## src/rtl/mux_tree_pkg.sv

```systemverilog
// Shared defaults and helpers for the pipelined mux tree.
// Used by mux_tree_pipe and mux_stage (optional scan feature: MUX_TREE_SCAN_EN).
package mux_tree_pkg;

  localparam int DATA_W_DEF = 8;
  localparam int SEL_W_DEF  = 3;

  // Number of input channels addressed by a select of sel_w bits.
  function automatic int chan_count(input int sel_w);
    return 1 << sel_w;
  endfunction

  // Word offset of tree level lvl inside a flattened heap-style layout:
  // level 0 holds all channels, each following level holds half as many words.
  function automatic int lvl_word_off(input int n_chan, input int lvl);
    return 2 * n_chan - ((2 * n_chan) >> lvl);
  endfunction

endpackage

```

## src/rtl/mux_tree_pipe_stage.sv

```systemverilog
// One level of the mux tree: PAIRS 2:1 muxes sharing a select bit, followed
// by an enable-gated, asynchronously reset output register.
module mux_stage
  import mux_tree_pkg::*;
#(
  parameter int PAIRS = 1,
  parameter int W     = DATA_W_DEF
) (
  input  logic                 clk,
  input  logic                 rst,
  input  logic                 en,
  input  logic                 sel_bit,
  input  logic [2*PAIRS*W-1:0] d_i,
  output logic [PAIRS*W-1:0]   q_o
);

  logic [PAIRS*W-1:0] q_d, q_q;

  // Pair p combines words 2p (sel_bit=0) and 2p+1 (sel_bit=1).
  always_comb begin
    q_d = '0;
    for (int p = 0; p < PAIRS; p++) begin
      q_d[p*W +: W] = sel_bit ? d_i[(2*p+1)*W +: W] : d_i[(2*p)*W +: W];
    end
  end

  always_ff @(posedge clk or posedge rst) begin
    if (rst)     q_q <= '0;
    else if (en) q_q <= q_d;
  end

  assign q_o = q_q;

endmodule

```

## src/rtl/mux_tree_pipe.sv

```systemverilog
// Pipelined N:1 mux tree, one register stage per select bit, one sample/cycle.
// Define MUX_TREE_SCAN_EN to add the auto-scan channel counter (scan_en/scan_clr).
module mux_tree_pipe
  import mux_tree_pkg::*;
#(
  parameter int DATA_W = DATA_W_DEF,
  parameter int SEL_W  = SEL_W_DEF
) (
  input  logic                              clk,
  input  logic                              rst,
  input  logic                              en,
  input  logic [chan_count(SEL_W)*DATA_W-1:0] in,
  input  logic [SEL_W-1:0]                  sel,
  input  logic                              valid_in,
  input  logic                              scan_en,
  input  logic                              scan_clr,
  output logic [DATA_W-1:0]                 out,
  output logic [SEL_W-1:0]                  chan_out,
  output logic                              valid_out
);

  localparam int N      = chan_count(SEL_W);
  localparam int TREE_W = (2 * N - 1) * DATA_W;

  // All tree levels live in one vector so every bit has exactly one driver.
  logic [TREE_W-1:0] tree;
  logic [SEL_W-1:0]  idx_d;
  logic [SEL_W-1:0]  idx_q [1:SEL_W];
  logic [SEL_W:1]    vld_q;

  assign tree[N*DATA_W-1:0] = in;

`ifdef MUX_TREE_SCAN_EN
  logic [SEL_W-1:0] scan_d, scan_q;

  // Clear wins over increment; the accepted sample still sees scan_q.
  always_comb begin
    scan_d = scan_q;
    if (scan_clr)                 scan_d = '0;
    else if (valid_in && scan_en) scan_d = scan_q + 1'b1;
  end

  always_ff @(posedge clk or posedge rst) begin
    if (rst)     scan_q <= '0;
    else if (en) scan_q <= scan_d;
  end

  assign idx_d = scan_en ? scan_q : sel;
`else
  logic unused_scan;
  assign unused_scan = scan_en ^ scan_clr;
  assign idx_d       = sel;
`endif

  // Index and valid travel alongside the data; level k reads index bit k-1.
  always_ff @(posedge clk or posedge rst) begin
    if (rst) begin
      vld_q <= '0;
      for (int k = 1; k <= SEL_W; k++) idx_q[k] <= '0;
    end else if (en) begin
      vld_q[1] <= valid_in;
      idx_q[1] <= idx_d;
      for (int k = 2; k <= SEL_W; k++) begin
        vld_q[k] <= vld_q[k-1];
        idx_q[k] <= idx_q[k-1];
      end
    end
  end

  for (genvar k = 1; k <= SEL_W; k++) begin : g_lvl
    localparam int PAIRS   = N >> k;
    localparam int IN_OFF  = lvl_word_off(N, k - 1) * DATA_W;
    localparam int OUT_OFF = lvl_word_off(N, k) * DATA_W;

    logic sel_bit;

    if (k == 1) begin : g_first
      assign sel_bit = idx_d[0];
    end else begin : g_rest
      assign sel_bit = idx_q[k-1][k-1];
    end

    mux_stage #(
      .PAIRS (PAIRS),
      .W     (DATA_W)
    ) u_stage (
      .clk     (clk),
      .rst     (rst),
      .en      (en),
      .sel_bit (sel_bit),
      .d_i     (tree[IN_OFF +: 2*PAIRS*DATA_W]),
      .q_o     (tree[OUT_OFF +: PAIRS*DATA_W])
    );
  end

  assign out       = tree[lvl_word_off(N, SEL_W)*DATA_W +: DATA_W];
  assign chan_out  = idx_q[SEL_W];
  assign valid_out = vld_q[SEL_W];

endmodule

```

## config.mk

```make
export PLATFORM = sky130hd
export DESIGN_NAME = mux_tree_pipe
export DESIGN_NICKNAME = d
export VERILOG_FILES = /design/src/rtl/mux_tree_pkg.sv /design/src/rtl/mux_tree_pipe_stage.sv /design/src/rtl/mux_tree_pipe.sv
export SDC_FILE = /design/constraint.sdc
export NUM_CORES = 1
export LEC_CHECK = 0
export CAP_MARGIN = 40
export CORE_MARGIN = 10
export CORE_UTILIZATION = 38
export DETAILED_ROUTE_END_ITERATION = 6
export PLACE_DENSITY = 0.65
export SYNTH_ARGS = -nofsm -noshare
export SYNTH_HDL_FRONTEND = slang
export SYNTH_SLANG_ARGS = --single-unit
```

## constraint.sdc

```tcl
create_clock -name clk -period 3.5 [get_ports clk]
set_input_delay 1.05 -clock clk [delete_from_list [all_inputs] [get_ports clk]]
set_output_delay 1.05 -clock clk [all_outputs]
set_load 0.03 [all_outputs]
```

---- Word level (Yosys, flattened, before mapping) ----
Cells that the tools add are included.
Widths: inputs -> output; s select.
storage, ports and cells
  bits in registers ....................... 68
  latch bits .............................. 0
  memory bits (writable) .................. 0
  bits in read-only memories .............. 0
  input bits .............................. 73
  output and inout port bits .............. 12
  logic and storage cells ................. 14
  memories ................................ 0
cells by class
  add/subtract/negate cells ............... 0
  multipliers ............................. 0
  divide/modulo/power cells ............... 0
  magnitude comparators ................... 0
  eq/ne operators ......................... 0
  shift-type cells ........................ 0
  multiplexer cells ....................... 7
  bitwise logic cells ..................... 0
  reductions and logical operators ........ 0
operators by type and width
  operator  number
  $mux 8    7

---- Logic depth before layout (Yosys ltp) ----
Gate-level depths: netlist (run 1).
  word-level depth ........................ 1
  mapped depth ............................ 5
  gate-level depth less buffers ........... 2

---- Modules after synthesis ----
A second synthesis (run 1) with hierarchy kept.
second synthesis, totals
  cell total of the unflattened synthesis .. 275
  area, all modules ....................... 3,159.3 sq um
modules (own cells, without submodules)
  module                         times used  cells an instance  area each (sq um)  sequential area each (sq um)
  mux_stage at g_lvl[1].u_stage  1           140                1,511.4            800.8
  mux_stage at g_lvl[2].u_stage  1           70                 749.5              400.4
  mux_tree_pipe                  1           29                 510.5              300.3
  mux_stage at g_lvl[3].u_stage  1           36                 387.9              200.2

---- Least setup slack after synthesis (run 1) ----
Ideal clock, no wire load.
  path type ............................... input port to flip-flop
  start point ............................. input port en
  end point ............................... register idx_q (netlist bit chan_out[1])
  library setup time ...................... 0.125 ns
  arrival ................................. 1.580 ns
  data required time ...................... 3.375 ns
  setup slack ............................. 1.795 ns
  stages on the path ...................... 3
  buffers on the path ..................... 2
  cells stage by stage .................... buf_6 > buf_12 > mux2_4
RTL lines
  item                            RTL line             RTL
  start: declaration              mux_tree_pipe.sv:11  input logic en,
  end signal: indexed assignment  mux_tree_pipe.sv:65  idx_q[k] <= idx_q[k-1];
  end: declaration                mux_tree_pipe.sv:28  logic [SEL_W-1:0] idx_q [1:SEL_W];
No word-level cell between the ends.

---- Final worst setup path (run 1) ----
  start point ............................. register g_lvl[3].u_stage.q_q[1]
  end point ............................... output port out[1]
RTL lines
  item                      RTL line                   RTL
  start: declaration        mux_tree_pipe_stage.sv:17  logic [PAIRS*W-1:0] q_d, q_q;
  start signal: assignment  mux_tree_pipe_stage.sv:29  else if (en) q_q <= q_d;
  end: declaration          mux_tree_pipe.sv:17        output logic [DATA_W-1:0] out,
No word-level cell between the ends.

==> results of run 1 <==
## cells in the mapped netlist
| library cell | instances | area share |
|---|---|---|
| a21oi_1 | 56 | 0.088 |
| buf_12 | 5 | 0.032 |
| buf_2 | 11 | 0.017 |
| buf_4 | 3 | 0.0071 |
| buf_6 | 5 | 0.018 |
| dfrtp_1 | 68 | 0.54 |
| inv_1 | 1 | 0.0012 |
| mux2_4 | 12 | 0.057 |
| mux2i_1 | 56 | 0.18 |
| nor2_1 | 56 | 0.066 |
## power breakdown
group	switching [uW]	internal, uW
logic	195	234
registers	71.6	893
clock network	283	329
total	550	1460
## metrics by stage
step	util	instance area (um2)
3_3_place_gp	0.481	3940
6_report	0.507	4140
3_5_place_dp	0.483	3950
5_1_grt	0.507	4140
2_1_floorplan	-	3170
4_1_cts	0.507	4140
## worst paths after layout
| kind | startpoint | to | slack [ns] | cells past startpoint |
|---|---|---|---|---|
| worst max-delay path | g_lvl[3].u_stage.q_o[1] | out[1] | 1.09 | 1 |
| worst min-delay path | chan_out[2] | chan_out[2] | 0.51 | 1 |
| worst max register to register | g_lvl[2].sel_bit | g_lvl[2].u_stage.q_o[7] | 2.10 | 3 |
| worst min register to register | chan_out[2] | chan_out[2] | 0.51 | 1 |
| max in group asynchronous | rst | g_lvl[2].u_stage.q_o[1] | 1.78 | 3 |
| min in group asynchronous | rst | g_lvl[3].u_stage.q_o[7] | 1.09 | 2 |
## flip-flops by register name, summed over array words and instances (netlist names)
name	cells
g_lvl.sel_bit	2
g_lvl.u_stage.q_o	56
vld_q	3
idx_q	4
chan_out	3
## cell type report
class                      count  area (um2)  share of cell area
clock buffer                  10         128              0.0308
timing repair buffer          87         883               0.213
sequential                    68        1700               0.411
multi-input combinational    180        1230               0.297
clock inverter                 6        65.1              0.0157
inverter                       1        3.75            0.000906
tap                          105         131              0.0317
## per-layer routing
layer  wire length (um)  track usage
met2               3040        0.155
met4                 87       0.0411
met3                340       0.0311
met5                  0            0
met1               3000        0.127
## cell families after synthesis
family | after synthesis
mux | 68
flops | 68
compound gates | 56
simple gates | 56
buf+inv | 25
==> impl_metrics.tcl, run 1 <==
set metrics [dict create \
    p_leak_uw 0.00183 \
    die_height_um 111 \
    crit_arrival_ns 1.36 \
    drc_errors 0 \
    grt_pass1_vias 2205 \
    cts_tree "done" \
    synthMuxAreaShare 0.234 \
    grt_max_degree 67 \
    ant_nets 0 \
    post_cts_buffers 0 \
    vias 2141 \
    powerDensity_nw_per_um2 484 \
    fin_skew_ns 0.00969 \
    grt_pass1_wl_mm 10.5 \
    criticalPathCategory "flop to output port" \
    finalPower_uw 2010 \
    htree_levels 3 \
    cts_sinks 68 \
    grt_usage 0.100 \
    outcome "complete, no violations" \
    synthAdderAreaFrac 0 \
    start_util 0.388 \
    ys_seq_area_frac 0.537 \
    cp_slowest_cell "clkdlybuf4s50_1" \
    path_clk_slew_ns 0.07 \
    end_kind "output port" \
    layout.cells.non_filler 457 \
    cts-root-buf "clkbuf_8" \
    vias_per_cell 4.68 \
    portBuffers 82 \
    chipWidth_um 111 \
    drive_gt1_frac 0.0994 \
    ys_seq_elements 68 \
    crit_path_start_kind "flop" \
    globalplace.congestion 0.713 \
    rows 33 \
    cts_hold_buf 0 \
    max_stage_delay_ns 0.69 \
    cts_resized 0 \
    pin_count 85 \
    synth_top_family_by_area "multiplexers" \
    final_cell_mix "clkdlybuf4s50_1 (80), dfrtp_1 (68), mux2i_1 (56), nor2_1 (56), a21oi_1 (56)" \
    fmax_mhz 414 \
    max_cap_viol_count 0 \
    setup_viol 0 \
    hpwlAfterDp_mm 4.83 \
    finalCritPeriodShare 0.690 \
    syn-cell-area_um2 3170 \
    diodes 0 \
    syn_nets 346 \
    fin_tns_setup_ns 0 \
    rsz0062_at_grt "false" \
    slew_viol_final 0 \
    postRouteWirelength_mm 6.46 \
    ys_types 10 \
    syn_inst 273 \
    final_common_cell "clkdlybuf4s50_1" \
    core_area_um2 8180 \
    synth_area_per_cell_um2 11.6 \
    crit_path_max_fanout 2 \
    yosys.area_share.simple 0.0663 \
    first_pass_iters 4 \
    drtIter0Drc 86 \
    hold_viol 0 \
    nFillCells 753 \
    dpl.cell_count 441 \
    syn_to_final_growth_pct 30.7 \
    worstPathCellList "clkdlybuf4s50_1" \
    crit_family "buffers and inverters" \
    worst_slew_pin_slew_ns 0.645 \
    clock_path_buffers 2 \
    yosysWarnings 0 \
    holdWs_ns 0.511 \
    synth_xor_area_frac 0 \
    dieArea_um2 12400 \
    fin_ws_ns 1.09 \
    synth_compound_area_frac 0.0884 \
    cp_data_required_time_ns 2.45 \
    hold_path_class "flop to flop" \
    relSlewSlack 0.570 \
    place_worst_setup_slack_ns 1.17 \
    cp.buffers_inverters 1 \
    clkLatencyLatePin_ns 0.33 \
    finalCriticalPeriod_ns 2.41 \
    nets 420 \
    antenna_found_initial 0 \
    overflow 0 \
    wl_per_cell_um 14.1 \
    ir_drop_mv 0.184 \
    numCtsBuffers 9 \
]
(Power assumes the default switching activity.)
==> inputs of run 2 (changes only) <==
Settings changed: PLACE_DENSITY 0.65 to 0.68.
Clock period 3.5 ns to 1.96 ns, I/O delays scaled along.
==> run 2 against run 1 <==
  * Sequential share of layout area decreased by 0.28 points
  * Combinational power increased by 76%
  * Largest power group unchanged
  * Worst hold slack got worse by 0.0049 ns
==> impl_metrics.tcl, run 2 (synthesis gave the netlist of run 1 again) <==
set metrics [dict create \
    holdWs_ns 0.506 \
    setup_viol 0 \
    layout.cells.non_filler 461 \
    clock_path_buffers 2 \
    cp.depth 1 \
    cts_sinks 68 \
    relSlewSlack 0.672 \
    max_cap_viol_count 0 \
    grt_usage 0.106 \
    max_stage_delay_ns 0.43 \
    cts_hold_buf 0 \
    min_path_cells 1 \
    crit_family "buffers and inverters" \
    min_to "chan_out[1]" \
    finalCriticalPeriod_ns 1.69 \
    ir_drop_mv 0.261 \
    grt_pass1_wl_mm 10.9 \
    crit_path_start_kind "flop" \
    overflow 0 \
    grt_max_degree 87 \
    slew_viol_final 0 \
    cp_slowest_cell "dlygate4sd2_1" \
    worstPathCellList "dlygate4sd2_1" \
    grt_pass1_vias 2252 \
    final_cell_mix "dfrtp_1 (68), clkdlybuf4s50_1 (68), mux2i_1 (56), nor2_1 (56), a21oi_1 (56)" \
    r2r-start "g_lvl[3].sel_bit" \
    diodes 0 \
    fin_tns_setup_ns 0 \
    die_height_um 111 \
    numCtsBuffers 9 \
    drtIter0Drc 88 \
    pin_count 85 \
    first_pass_iters 4 \
    clkLatencyLatePin_ns 0.33 \
    r2r_slack_ns 0.80 \
    cp.buffers_inverters 1 \
    fin_ws_ns 0.267 \
    htree_levels 3 \
    largest_reg_flops 56 \
    reg2reg_depth 2 \
    p_leak_uw 0.00186 \
    finalCritPeriodShare 0.864 \
    cp_data_required_time_ns 1.37 \
    start_util 0.388 \
    globalplace.congestion 0.748 \
    crit_arrival_ns 1.11 \
    outcome "complete, no violations" \
    fmax_mhz 591 \
    hpwlAfterDp_mm 5.02 \
    vias_per_cell 4.70 \
    antenna_found_initial 0 \
    ant_nets 0 \
    postRouteWirelength_mm 6.66 \
    cts-root-buf "clkbuf_8" \
    crit_path_max_fanout 2 \
    worstReg2RegEnd "g_lvl[3].u_stage.q_o[3]" \
    portBuffers 82 \
    drc_errors 0 \
    cts_tree "done" \
    post_cts_buffers 0 \
    wl_per_cell_um 14.5 \
    dieArea_um2 12400 \
    end_kind "output port" \
    syn_to_final_growth_pct 31.6 \
    hold_path_class "flop to flop" \
    core_area_um2 8180 \
    hold_viol 0 \
    utilization 0.510 \
    rows 33 \
    worst_slew_pin_slew_ns 0.492 \
    nets 424 \
    path_clk_slew_ns 0.07 \
    dpl.cell_count 445 \
    drive_gt1_frac 0.104 \
    cts_resized 11 \
    place_worst_setup_slack_ns 0.342 \
    nFillCells 753 \
    criticalPathCategory "flop to output port" \
    fin_skew_ns 0.00654 \
    rsz0062_at_grt "false" \
    hp-start "idx_q[4]" \
    powerDensity_nw_per_um2 840 \
    chipWidth_um 111 \
    vias 2165 \
]
-- run 2: how the worst max path moves through the flow --
stage	startpoint	slack (ns)	to
floorplan	rst	0.63	chan_out[0]
global placement	g_lvl[3].u_stage.q_o[4]	0.34	out[4]
detailed placement	g_lvl[3].u_stage.q_o[4]	0.34	out[4]
CTS	g_lvl[3].u_stage.q_o[5]	0.001	out[5]
global route	g_lvl[3].u_stage.q_o[4]	0.23	out[4]
finish	g_lvl[3].u_stage.q_o[2]	0.27	out[2]
-- run 2: cell type report --
class | instances | area (um2) | area share
timing repair buffer | 91 | 920 | 0.220
clock inverter | 1 | 5.00 | 0.00120
multi-input combinational | 180 | 1230 | 0.295
sequential | 68 | 1700 | 0.408
tap | 105 | 131 | 0.0315
inverter | 1 | 7.51 | 0.00180
clock buffer | 15 | 176 | 0.0423
-- run 2: where the power goes --
part,internal [uW],switching (uW)
Combinational,393,364
Sequential,1600,117
Clock,563,471
-- run 2: routing by layer --
| layer | share of wire | vias up | GRT usage |
|---|---|---|---|
| li1 | - | 1091 | - |
| met1 | 0.46 | 1016 | 0.133 |
| met2 | 0.48 | 51 | 0.168 |
| met3 | 0.048 | 7 | 0.0306 |
| met4 | 0.012 | 0 | 0.0463 |
| met5 | 0 | - | 0 |
-- run 2: metrics by stage --
stage	power, uW	cell area [um2]
2_1_floorplan	2230	3170
3_3_place_gp	2520	4000
3_5_place_dp	2550	4000
4_1_cts	3560	4170
5_1_grt	3690	4170
6_report	3500	4170
